===== src/rtl/change_disp_pkg.sv =====
//==== change_disp_pkg -- shared coin codes, coin values and payout state type
//==== rev 1.0
`default_nettype none

package change_disp_pkg;

  localparam logic [1:0] COIN_NONE = 2'b00;
  localparam logic [1:0] COIN_1    = 2'b01;
  localparam logic [1:0] COIN_5    = 2'b10;
  localparam logic [1:0] COIN_10   = 2'b11;

  localparam logic [5:0] COIN_VAL_1  = 6'd1;
  localparam logic [5:0] COIN_VAL_5  = 6'd5;
  localparam logic [5:0] COIN_VAL_10 = 6'd10;

  typedef enum logic [1:0] {
    ST_IDLE  = 2'd0,
    ST_PICK  = 2'd1,
    ST_ISSUE = 2'd2,
    ST_DONE  = 2'd3
  } state_t;

endpackage

`default_nettype wire


===== src/rtl/change_dispenser_coin_select.sv =====
//==== coin_select -- greedy 10/5/1 choice; stock counts only matter when stock_en is high
//==== rev 1.0
`default_nettype none

module coin_select
  import change_disp_pkg::*;
#(
  parameter int STOCK_W = 4
) (
  input  logic [5:0]         remaining,
  input  logic [STOCK_W-1:0] stock10,
  input  logic [STOCK_W-1:0] stock5,
  input  logic               stock_en,
  output logic [1:0]         coin_code,
  output logic [5:0]         coin_val
);

  logic has10;
  logic has5;

  always_comb begin
    has10     = !stock_en || (stock10 != '0);
    has5      = !stock_en || (stock5 != '0);
    coin_code = COIN_1;
    coin_val  = COIN_VAL_1;
    if ((remaining >= COIN_VAL_10) && has10) begin
      coin_code = COIN_10;
      coin_val  = COIN_VAL_10;
    end else if ((remaining >= COIN_VAL_5) && has5) begin
      coin_code = COIN_5;
      coin_val  = COIN_VAL_5;
    end
  end

endmodule

`default_nettype wire


===== src/rtl/change_dispenser.sv =====
//==== change_dispenser -- pays a change amount out as coins over a valid/ack handshake
//==== rev 1.0; stock counters and refill exist only with CHANGE_DISPENSER_STOCK_EN defined
`default_nettype none

module change_dispenser
  import change_disp_pkg::*;
#(
  parameter int STOCK10_INIT = 8,
  parameter int STOCK5_INIT  = 8,
  parameter int STOCK_W      = 4
) (
  input  logic               clk,
  input  logic               rst_n,
  input  logic               req_valid,
  input  logic [5:0]         req_amt,
  output logic               req_ready,
  output logic               coin_valid,
  output logic [1:0]         coin_code,
  input  logic               coin_ack,
  output logic [5:0]         remaining,
  output logic               done
`ifdef CHANGE_DISPENSER_STOCK_EN
  ,
  input  logic               refill,
  output logic [STOCK_W-1:0] stock10,
  output logic [STOCK_W-1:0] stock5
`endif
);

  localparam logic [STOCK_W-1:0] STOCK10_RST = STOCK_W'(STOCK10_INIT);
  localparam logic [STOCK_W-1:0] STOCK5_RST  = STOCK_W'(STOCK5_INIT);

  state_t             state_q, state_d;
  logic [5:0]         remaining_q, remaining_d;
  logic [1:0]         code_q, code_d;
  logic [5:0]         val_q, val_d;
  logic [STOCK_W-1:0] stock10_cnt;
  logic [STOCK_W-1:0] stock5_cnt;
  logic               stock_en;
  logic [1:0]         sel_code;
  logic [5:0]         sel_val;

`ifdef CHANGE_DISPENSER_STOCK_EN
  logic [STOCK_W-1:0] stock10_q, stock10_d;
  logic [STOCK_W-1:0] stock5_q, stock5_d;

  // Refill is applied after the decrement so it wins on a shared edge.
  always_comb begin
    stock10_d = stock10_q;
    stock5_d  = stock5_q;
    if ((state_q == ST_ISSUE) && coin_ack) begin
      if (code_q == COIN_10) stock10_d = stock10_q - STOCK_W'(1);
      if (code_q == COIN_5)  stock5_d  = stock5_q - STOCK_W'(1);
    end
    if (refill) begin
      stock10_d = STOCK10_RST;
      stock5_d  = STOCK5_RST;
    end
  end

  always_ff @(posedge clk) begin
    if (!rst_n) begin
      stock10_q <= STOCK10_RST;
      stock5_q  <= STOCK5_RST;
    end else begin
      stock10_q <= stock10_d;
      stock5_q  <= stock5_d;
    end
  end

  assign stock10_cnt = stock10_q;
  assign stock5_cnt  = stock5_q;
  assign stock_en    = 1'b1;
  assign stock10     = stock10_q;
  assign stock5      = stock5_q;
`else
  assign stock10_cnt = STOCK10_RST;
  assign stock5_cnt  = STOCK5_RST;
  assign stock_en    = 1'b0;
`endif

  coin_select #(
    .STOCK_W (STOCK_W)
  ) u_coin_select (
    .remaining (remaining_q),
    .stock10   (stock10_cnt),
    .stock5    (stock5_cnt),
    .stock_en  (stock_en),
    .coin_code (sel_code),
    .coin_val  (sel_val)
  );

  always_comb begin
    state_d     = state_q;
    remaining_d = remaining_q;
    code_d      = code_q;
    val_d       = val_q;
    case (state_q)
      ST_IDLE: begin
        if (req_valid) begin
          remaining_d = req_amt;
          state_d     = (req_amt == 6'd0) ? ST_DONE : ST_PICK;
        end
      end
      ST_PICK: begin
        code_d  = sel_code;
        val_d   = sel_val;
        state_d = ST_ISSUE;
      end
      ST_ISSUE: begin
        if (coin_ack) begin
          remaining_d = remaining_q - val_q;
          state_d     = (remaining_q == val_q) ? ST_DONE : ST_PICK;
        end
      end
      ST_DONE: state_d = ST_IDLE;
      default: state_d = ST_IDLE;
    endcase
  end

  always_ff @(posedge clk) begin
    if (!rst_n) begin
      state_q     <= ST_IDLE;
      remaining_q <= 6'd0;
      code_q      <= COIN_NONE;
      val_q       <= 6'd0;
    end else begin
      state_q     <= state_d;
      remaining_q <= remaining_d;
      code_q      <= code_d;
      val_q       <= val_d;
    end
  end

  assign req_ready  = (state_q == ST_IDLE);
  assign coin_valid = (state_q == ST_ISSUE);
  assign coin_code  = coin_valid ? code_q : COIN_NONE;
  assign remaining  = remaining_q;
  assign done       = (state_q == ST_DONE);

endmodule

`default_nettype wire


===== config.mk =====
export PLATFORM = sky130hd
export DESIGN_NAME = change_dispenser
export DESIGN_NICKNAME = d
export VERILOG_FILES = /design/src/rtl/change_disp_pkg.sv /design/src/rtl/change_dispenser_coin_select.sv /design/src/rtl/change_dispenser.sv
export SDC_FILE = /design/constraint.sdc
export NUM_CORES = 1
export LEC_CHECK = 0
export CORE_UTILIZATION = 40
export CTS_CLUSTER_SIZE = 40
export DETAILED_ROUTE_END_ITERATION = 8
export PLACE_DENSITY = 0.75
export SKIP_CTS_REPAIR_TIMING = 1
export SLEW_MARGIN = 40
export SYNTH_ARGS = -nofsm -noshare
export SYNTH_HDL_FRONTEND = slang
export SYNTH_SLANG_ARGS = --single-unit

===== constraint.sdc =====
create_clock -name clk -period 3.67 [get_ports clk]
set_input_delay 1.101 -clock clk [delete_from_list [all_inputs] [get_ports clk]]
set_output_delay 1.101 -clock clk [all_outputs]
set_load 0.01 [all_outputs]

---- Word level (Yosys, flattened, before mapping) ----
Index checks and enable logic that the tools add are counted.
word-level totals
  memories ................................ 0
  memory bits (read-only) ................. 0
  bits in latches ......................... 0
  output and inout bits ................... 11
  input port bits ......................... 10
  register bits after elaboration ......... 16
  RAM bits ................................ 0
cells by class
  eq/ne operators ......................... 6
  order comparisons ....................... 2
  shifts and indexed selects .............. 0
  add/sub/neg operators ................... 1
  muxes and demuxes ....................... 13
  divide/modulo/power cells ............... 0
  bitwise logic cells ..................... 0
  reductions and logical operators ........ 5
  multiply operators ...................... 0
operators with widths
  operator                                                           number
  2-to-1 mux 6 bit                                                   3
  2-to-1 mux 2 bit                                                   7
  case mux 6 bit (2 select lines)                                    1
  case mux 2 bit (4 select lines)                                    1
  == test 6 bit                                                      1
  greater-or-equal comparator 6 x 3 -> 1 bit, second input constant  1
  greater-or-equal comparator 6 x 4 -> 1 bit, second input constant  1
  zero test 6 bit                                                    1
  subtractor 6 bit                                                   1
  == test 2 bit, second input constant                               2
  2-to-1 mux 3 bit                                                   1
  AND reduction 3 bit                                                1
  == test 2 x 1 -> 1 bit, second input constant                      1
  zero test 2 bit                                                    1
  != test 2 x 1 -> 1 bit, second input constant                      1
  != test 2 bit, second input constant                               1
  AND reduction 2 bit                                                1
  nonzero test 2 bit                                                 1

---- Depth between registers and ports, before layout ----
Gate-level depths: netlist of the first run.
  depth after elaboration ................. 4
  depth in mapped cells ................... 9
  mapped depth without buffers ............ 9

---- Cells and area by module ----
A second synthesis of the first run with hierarchy kept.
unflattened totals
  cell total of the unflattened synthesis .. 136
  area total of the unflattened synthesis .. 1084.8 µm²
modules (own cells, without submodules)
  module            cells each  instances  area an instance (µm²)
  change_dispenser  120         1          975.9
  coin_select       16          1          108.9

---- Worst setup path before layout of the first run ----
Ideal clock, no wire load.
  path type ............................... flip-flop to output port
  start ................................... reg state_q[0]
  end ..................................... out coin_code[0]
  arrival time ............................ 0.859 ns
  stages on the path, launching flop included .. 4
  path buffers ............................ 0
  setup slack ............................. 1.710 ns
  path through ............................ dfxtp_1 > nand2b_1 > inv_2 > and2_1
between the ends
  cells in the longest elaborated chain, start to end .. 2
RTL lines
  item                    RTL line                 text
  start, declared         change_dispenser.sv:33   state_t state_q, state_d;
  start signal, assigned  change_dispenser.sv:128  state_q <= state_d;
  == test 2 bit           change_dispenser.sv:136  assign coin_valid = (state_q == ST_ISSUE);
  net coin_valid          change_dispenser.sv:17   output logic coin_valid,
  2-to-1 mux 2 bit        change_dispenser.sv:137  assign coin_code = coin_valid ? code_q : COIN_NONE;
  end, declared           change_dispenser.sv:18   output logic [1:0] coin_code,
The timed path passes the listed nets, and every way through them passes these cells.

---- Final worst setup path of the first run ----
  start ................................... reg state_q[0]
  end ..................................... out coin_code[1]
between the ends
  cells in the longest elaborated chain, start to end .. 2
RTL lines
  item              RTL line
  == test 2 bit     change_dispenser.sv:136
  2-to-1 mux 2 bit  change_dispenser.sv:137
Every way passes these cells.

==> results of run 1 <==
==> kinds of logic (layout without fill, tap and decap cells) <==
kind of cell,after synthesis,count (layout),synth area share (%)
and+or+nand+nor,37,37,24.30
AOI/OAI and AO/OA,29,29,24.29
DFF,13,13,32.60
buffers and inverters,11,32,6.583
adders and majority gates,5,5,8.778
xor gates and xnor gates,2,2,2.195
muxes,1,1,1.254
==> flip-flops by register name (all words and copies together) (netlist names) <==
signal     count
remaining      6
code_q         2
val_q          3
state_q        2
==> metrics by stage <==
step | area (sq um) | cells
2_1_floorplan | 798.3 | 98
3_3_place_gp | 1007 | 140
3_5_place_dp | 1007 | 140
4_1_cts | 1033 | 144
5_1_grt | 1033 | 144
6_report | 1033 | 144
==> worst max-delay path: cells and delay by family (launching register included) <==
kind,cells,cell delay (ps)
buffers and inverters,2,620
AND/OR/NAND/NOR,2,580
flip-flops,1,480
==> path summary, 6_finish.rpt <==
check | from | end | slack, ps | depth (start not counted)
setup reg to reg | remaining[0] | remaining[4] | 1910 | 9
hold reg to reg | val_q[0] | val_q[0] | 480 | 2
setup / recovery | state_q[0] | coin_code[1] | 610 | 4
hold / removal | val_q[0] | val_q[0] | 480 | 2
==> layout by cell type (no fill, tap or decap), drive strengths merged, types with 2 or more instances in the layout <==
master / count
clkdlybuf4s50: 20
dfxtp: 13
nand2: 11
o21ai: 10
nor2: 9
inv: 8
ha: 4
clkbuf: 4
nand2b: 3
and2: 3
o211ai: 3
o211a: 3
a21oi: 3
a21boi: 3
nor3: 3
nand4: 2
a31oi: 2
nand3: 2
xnor2: 2
==> final cells by class <==
type / count / area, sq um
Clock buffer: 4 / 26.28
Fill cell: 178 / 768.2
Inverter: 8 / 30.03
Multi-Input combinational cell: 74 / 485.5
Sequential cell: 13 / 260.3
Tap cell: 25 / 31.28
Timing Repair Buffer: 20 / 200.2
==> power by group through the flow <==
stage | combinational, uW | clock [uW] | sequential, uW
finish | 132 | 89.3 | 173
global route | 146 | 97.8 | 176
CTS | 132 | 94.7 | 173
detailed placement | 131 | 0 | 176
global placement | 130 | 0 | 176
floorplan | 83.6 | 0 | 175
==> metal layers <==
metal / share of wire, % / wire, um / global-route usage (%)
met4: 2.4 / 45 / 12.00
met3: 3.7 / 68 / 3.529
met5: 0 / 0 / 0
met2: 47 / 870 / 33.06
met1: 47 / 860 / 26.30
==> impl_metrics.toml, run 1 <==
[synthesis]
synth_warnings = 0
ys_async_sr_fraction_pct = 0
ys_top_cells_by_count = "dfxtp_1 (13), nand2_1 (11), o21ai_0 (9)"
synth_edf_count = 0
syn_nets = 113
ys.flop_type = "dfxtp_1"
syn_area_sq_um = 798.3
syn_inst = 98
ys_types = 36
syn_area_per_cell_sq_um = 8.146
ys_seq_area_share_pct = 32.60
synth_top_area_share_pct = 32.60
synth_most_common_cell = "dfxtp_1"
synthTopCellsByArea = "dfxtp_1 (33%), ha_1 (6.3%), o21ai_0 (5.6%)"
ys_seq_elements = 13
yosysTopAreaCell = "dfxtp_1"

[clock_network]
clock_latency_ps = 280
cts_tree = "done"
clockBufferDepth = 2
clkTransAtPathRegs_ps = 80
cts_buffers = 3
cts_root_buffer = "clkbuf_4"
h-tree-depth = 1
cts_sinks = 13

[critical_path]
cp-start-kind = "flop"
crit_slowest_cell = "dfxtp_1"
required_ps = 2570
crit_type = "reg2out"
crit_path_cell_trace = "nand2b_1 > inv_2 > and2_1 > clkdlybuf4s50_1"
setup.worst_path.end_class = "primary output"
cp_data_arrival_time_ps = 1950
max_stage_delay_ps = 480
crit_fanout = 11

[sta]
rsz0062_at_grt = "false"
worst_pin_slew_ps = 533.4
finalHoldViolCount = 0
relSlewSlack_pct = 64.33
finClkSkew_ps = 2.346
setup_ws_ps = 614.7
drv_slew = 0
timing.hold.ws_ps = 480.6
min_period_ps = 3055
finalCritPeriodShare_pct = 83.25
fmax_ghz = 0.3273
tns_ps = 0
setup_violations = 0

[global_route]
grt_pass1_vias = 695
grt_use_total_pct = 20.85
grt_start_max_net_pins = 17
grt-ovfl-total = 0
grt_pass1_wl_mm = 3.084
grt_antenna_before_repair = 0

[placement]
io_buffers = 20
place_ws_ps = 936.2
hpwl_mm = 1.414
gp_congestion = 0.8803

[floorplan]
die_w_um = 46.67
io_pins = 21
dieArea_sq_mm = 0.002178
fp.dieH_um = 46.67
fp.coreArea_sq_mm = 0.001802
fp-row-count = 15
start_util_pct = 44.31

[power_and_ir_drop]
p_int_uw = 263.6
finalPower_uw = 394.2
ir_drop_v = 0.0001756
p_clk_share_pct = 22.6
p_seq_share_pct = 43.9
leakage_uw = 0.0004213
p_switching_uw = 130.6
p_sw_share_pct = 33.12
power_density_mw_per_mm2 = 381.4
power_frac_comb_pct = 33.4

[outcome]
run_status = "finished, final reports clean"

[min_path]
hold_class = "reg2reg"

[finish]
drive_gt1_share_pct = 5.042
fin_nets = 135
areaGrowthSynthToFinish_pct = 29.47
fin_util_pct = 57.36
diodes = 0

[detailed_routing]
drt_wl_total_mm = 1.844
antenna_left = 0
dr.pass1.iters = 4
routedWlPerCell_um = 12.81
avgViaCountPerCell = 5.375
via_count = 774
drc = 0
drt_first_iter_violations = 24

[job]
cap_violations = 0
(Power assumes the default switching activity.)
==> inputs of run 2 (changes only) <==
clock period = 3 ns   (was 3.67 ns; I/O delays follow)
==> run 2 against run 1 <==
Net effect:
- clock skew hardly changed
- final area is the same
- utilization stayed put
- flip-flop and latch count stayed put
- clock-buffer cell count unchanged
- register-to-register slack worse by 670 ps
- via count decreased by 0.39%
- worst setup slack got worse by 460 ps
- clock power is 28% higher
- sequential share of layout area unchanged
- critical endpoint unchanged
- highest routed layer unchanged
==> impl_metrics.toml, run 2 (synthesis gave the netlist of run 1 again) <==
[outcome]
run_status = "finished, final reports clean"

[sta]
finalCritPeriodShare_pct = 94.87
fmax_ghz = 0.3514
rsz0062_at_grt = "false"
worst_pin_slew_ps = 551.0
finClkSkew_ps = 2.043
min_period_ps = 2846
drv_slew = 0
tns_ps = 0
relSlewSlack_pct = 63.15
setup_violations = 0
finalHoldViolCount = 0

[clock_network]
cts_tree = "done"
cts_root_buffer = "clkbuf_4"
clockBufferDepth = 2
clkTransAtPathRegs_ps = 80
cts_buffers = 3
h-tree-depth = 1
cts_sinks = 13
clock_latency_ps = 280

[critical_path]
cp_data_arrival_time_ps = 1950
crit_fanout = 11
required_ps = 2100
r2r-start = "remaining[0]"
ff2ff_setup_slack_ps = 1240
crit_type = "reg2out"
cp-start-kind = "flop"
worst_setup_path_startpoint = "state_q[0]"
setup.worst_path.end_class = "primary output"

[min_path]
hp-start = "val_q[2]"
hold_class = "reg2reg"

[power_and_ir_drop]
leakage_uw = 0.0004213
power_density_mw_per_mm2 = 470.3
ir_drop_v = 0.0002104

[finish]
post-route-cell-area_sq_mm = 0.001033
fin_nets = 135
final_common_cell = "clkdlybuf4s50_1"
diodes = 0
layout_common_cells = "clkdlybuf4s50_1 (20), dfxtp_1 (13), nand2_1 (11)"
largest_register_ff_count = 6
areaGrowthSynthToFinish_pct = 29.47
fin_util_pct = 57.36
drive_gt1_share_pct = 5.042
nFillCells = 174

[placement]
hpwl_mm = 1.436
dpl_cell_area_sq_mm = 0.001007
io_buffers = 20
gp_congestion = 0.8808

[floorplan]
fp.dieH_um = 46.67
fp.coreArea_sq_mm = 0.001802
start_util_pct = 44.31
fp-row-count = 15
die_w_um = 46.67
io_pins = 21
dieArea_sq_mm = 0.002178

[detailed_routing]
drt_first_iter_violations = 19
antenna_left = 0
dr.pass1.iters = 4
drt_wl_total_mm = 1.867
routedWlPerCell_um = 12.97
drc = 0
avgViaCountPerCell = 5.354
via_count = 771

[global_route]
grt_start_max_net_pins = 17
grt_use_total_pct = 20.40
grt_pass1_vias = 692
grt_antenna_before_repair = 0
grt_pass1_wl_mm = 3.008
grt-ovfl-total = 0

[job]
cap_violations = 0
==> run 2: cell type report <==
type                            instances  area, sq um  share of cell area, %
Timing Repair Buffer                   20        200.2                  19.37
Multi-Input combinational cell         74        485.5                  46.97
Tap cell                               25        31.28                  3.027
Inverter                                8        30.03                  2.906
Sequential cell                        13        260.3                  25.18
Clock buffer                            4        26.28                  2.542
==> run 2: worst paths after layout <==
kind	cells after the start	to
min reg2reg	2	val_q[2]
max reg2reg	9	remaining[4]
max	4	coin_code[1]
min	2	val_q[2]
==> run 2: per-stage QoR <==
stage	hold slack [ps]	total power, uW	instances	setup slack (ps)
2_1_floorplan	443.5	316.4	98	1241
4_1_cts	482.3	488.3	144	157.3
3_3_place_gp	462.1	373.9	140	520.2
5_1_grt	508.6	517.8	144	1.005
3_5_place_dp	470.1	376.5	140	468.1
6_report	485.2	486.1	144	153.8
==> run 2: power by group <==
part           internal (uW)  switching (uW)
Sequential               190            22.0
Combinational           81.0            79.6
Clock                   51.6            62.2
Total                    322             164
==> run 2: layer usage <==
metal  GRT usage (%)  share of wire, %  wire length [um]  vias up
li1                -                 -                 -      390
met5               0                 0                 0        -
met4           10.29               2.0                38        0
met1           25.18                47               872      345
met2           32.78                46               855       31
met3           4.706               5.4               101        5
==> run 2: critical path, stage by stage, from the launching register on <==
cell,delay (ps)
dfxtp_1,480
nand2b_1,380
inv_2,150
and2_1,190
clkdlybuf4s50_1,470
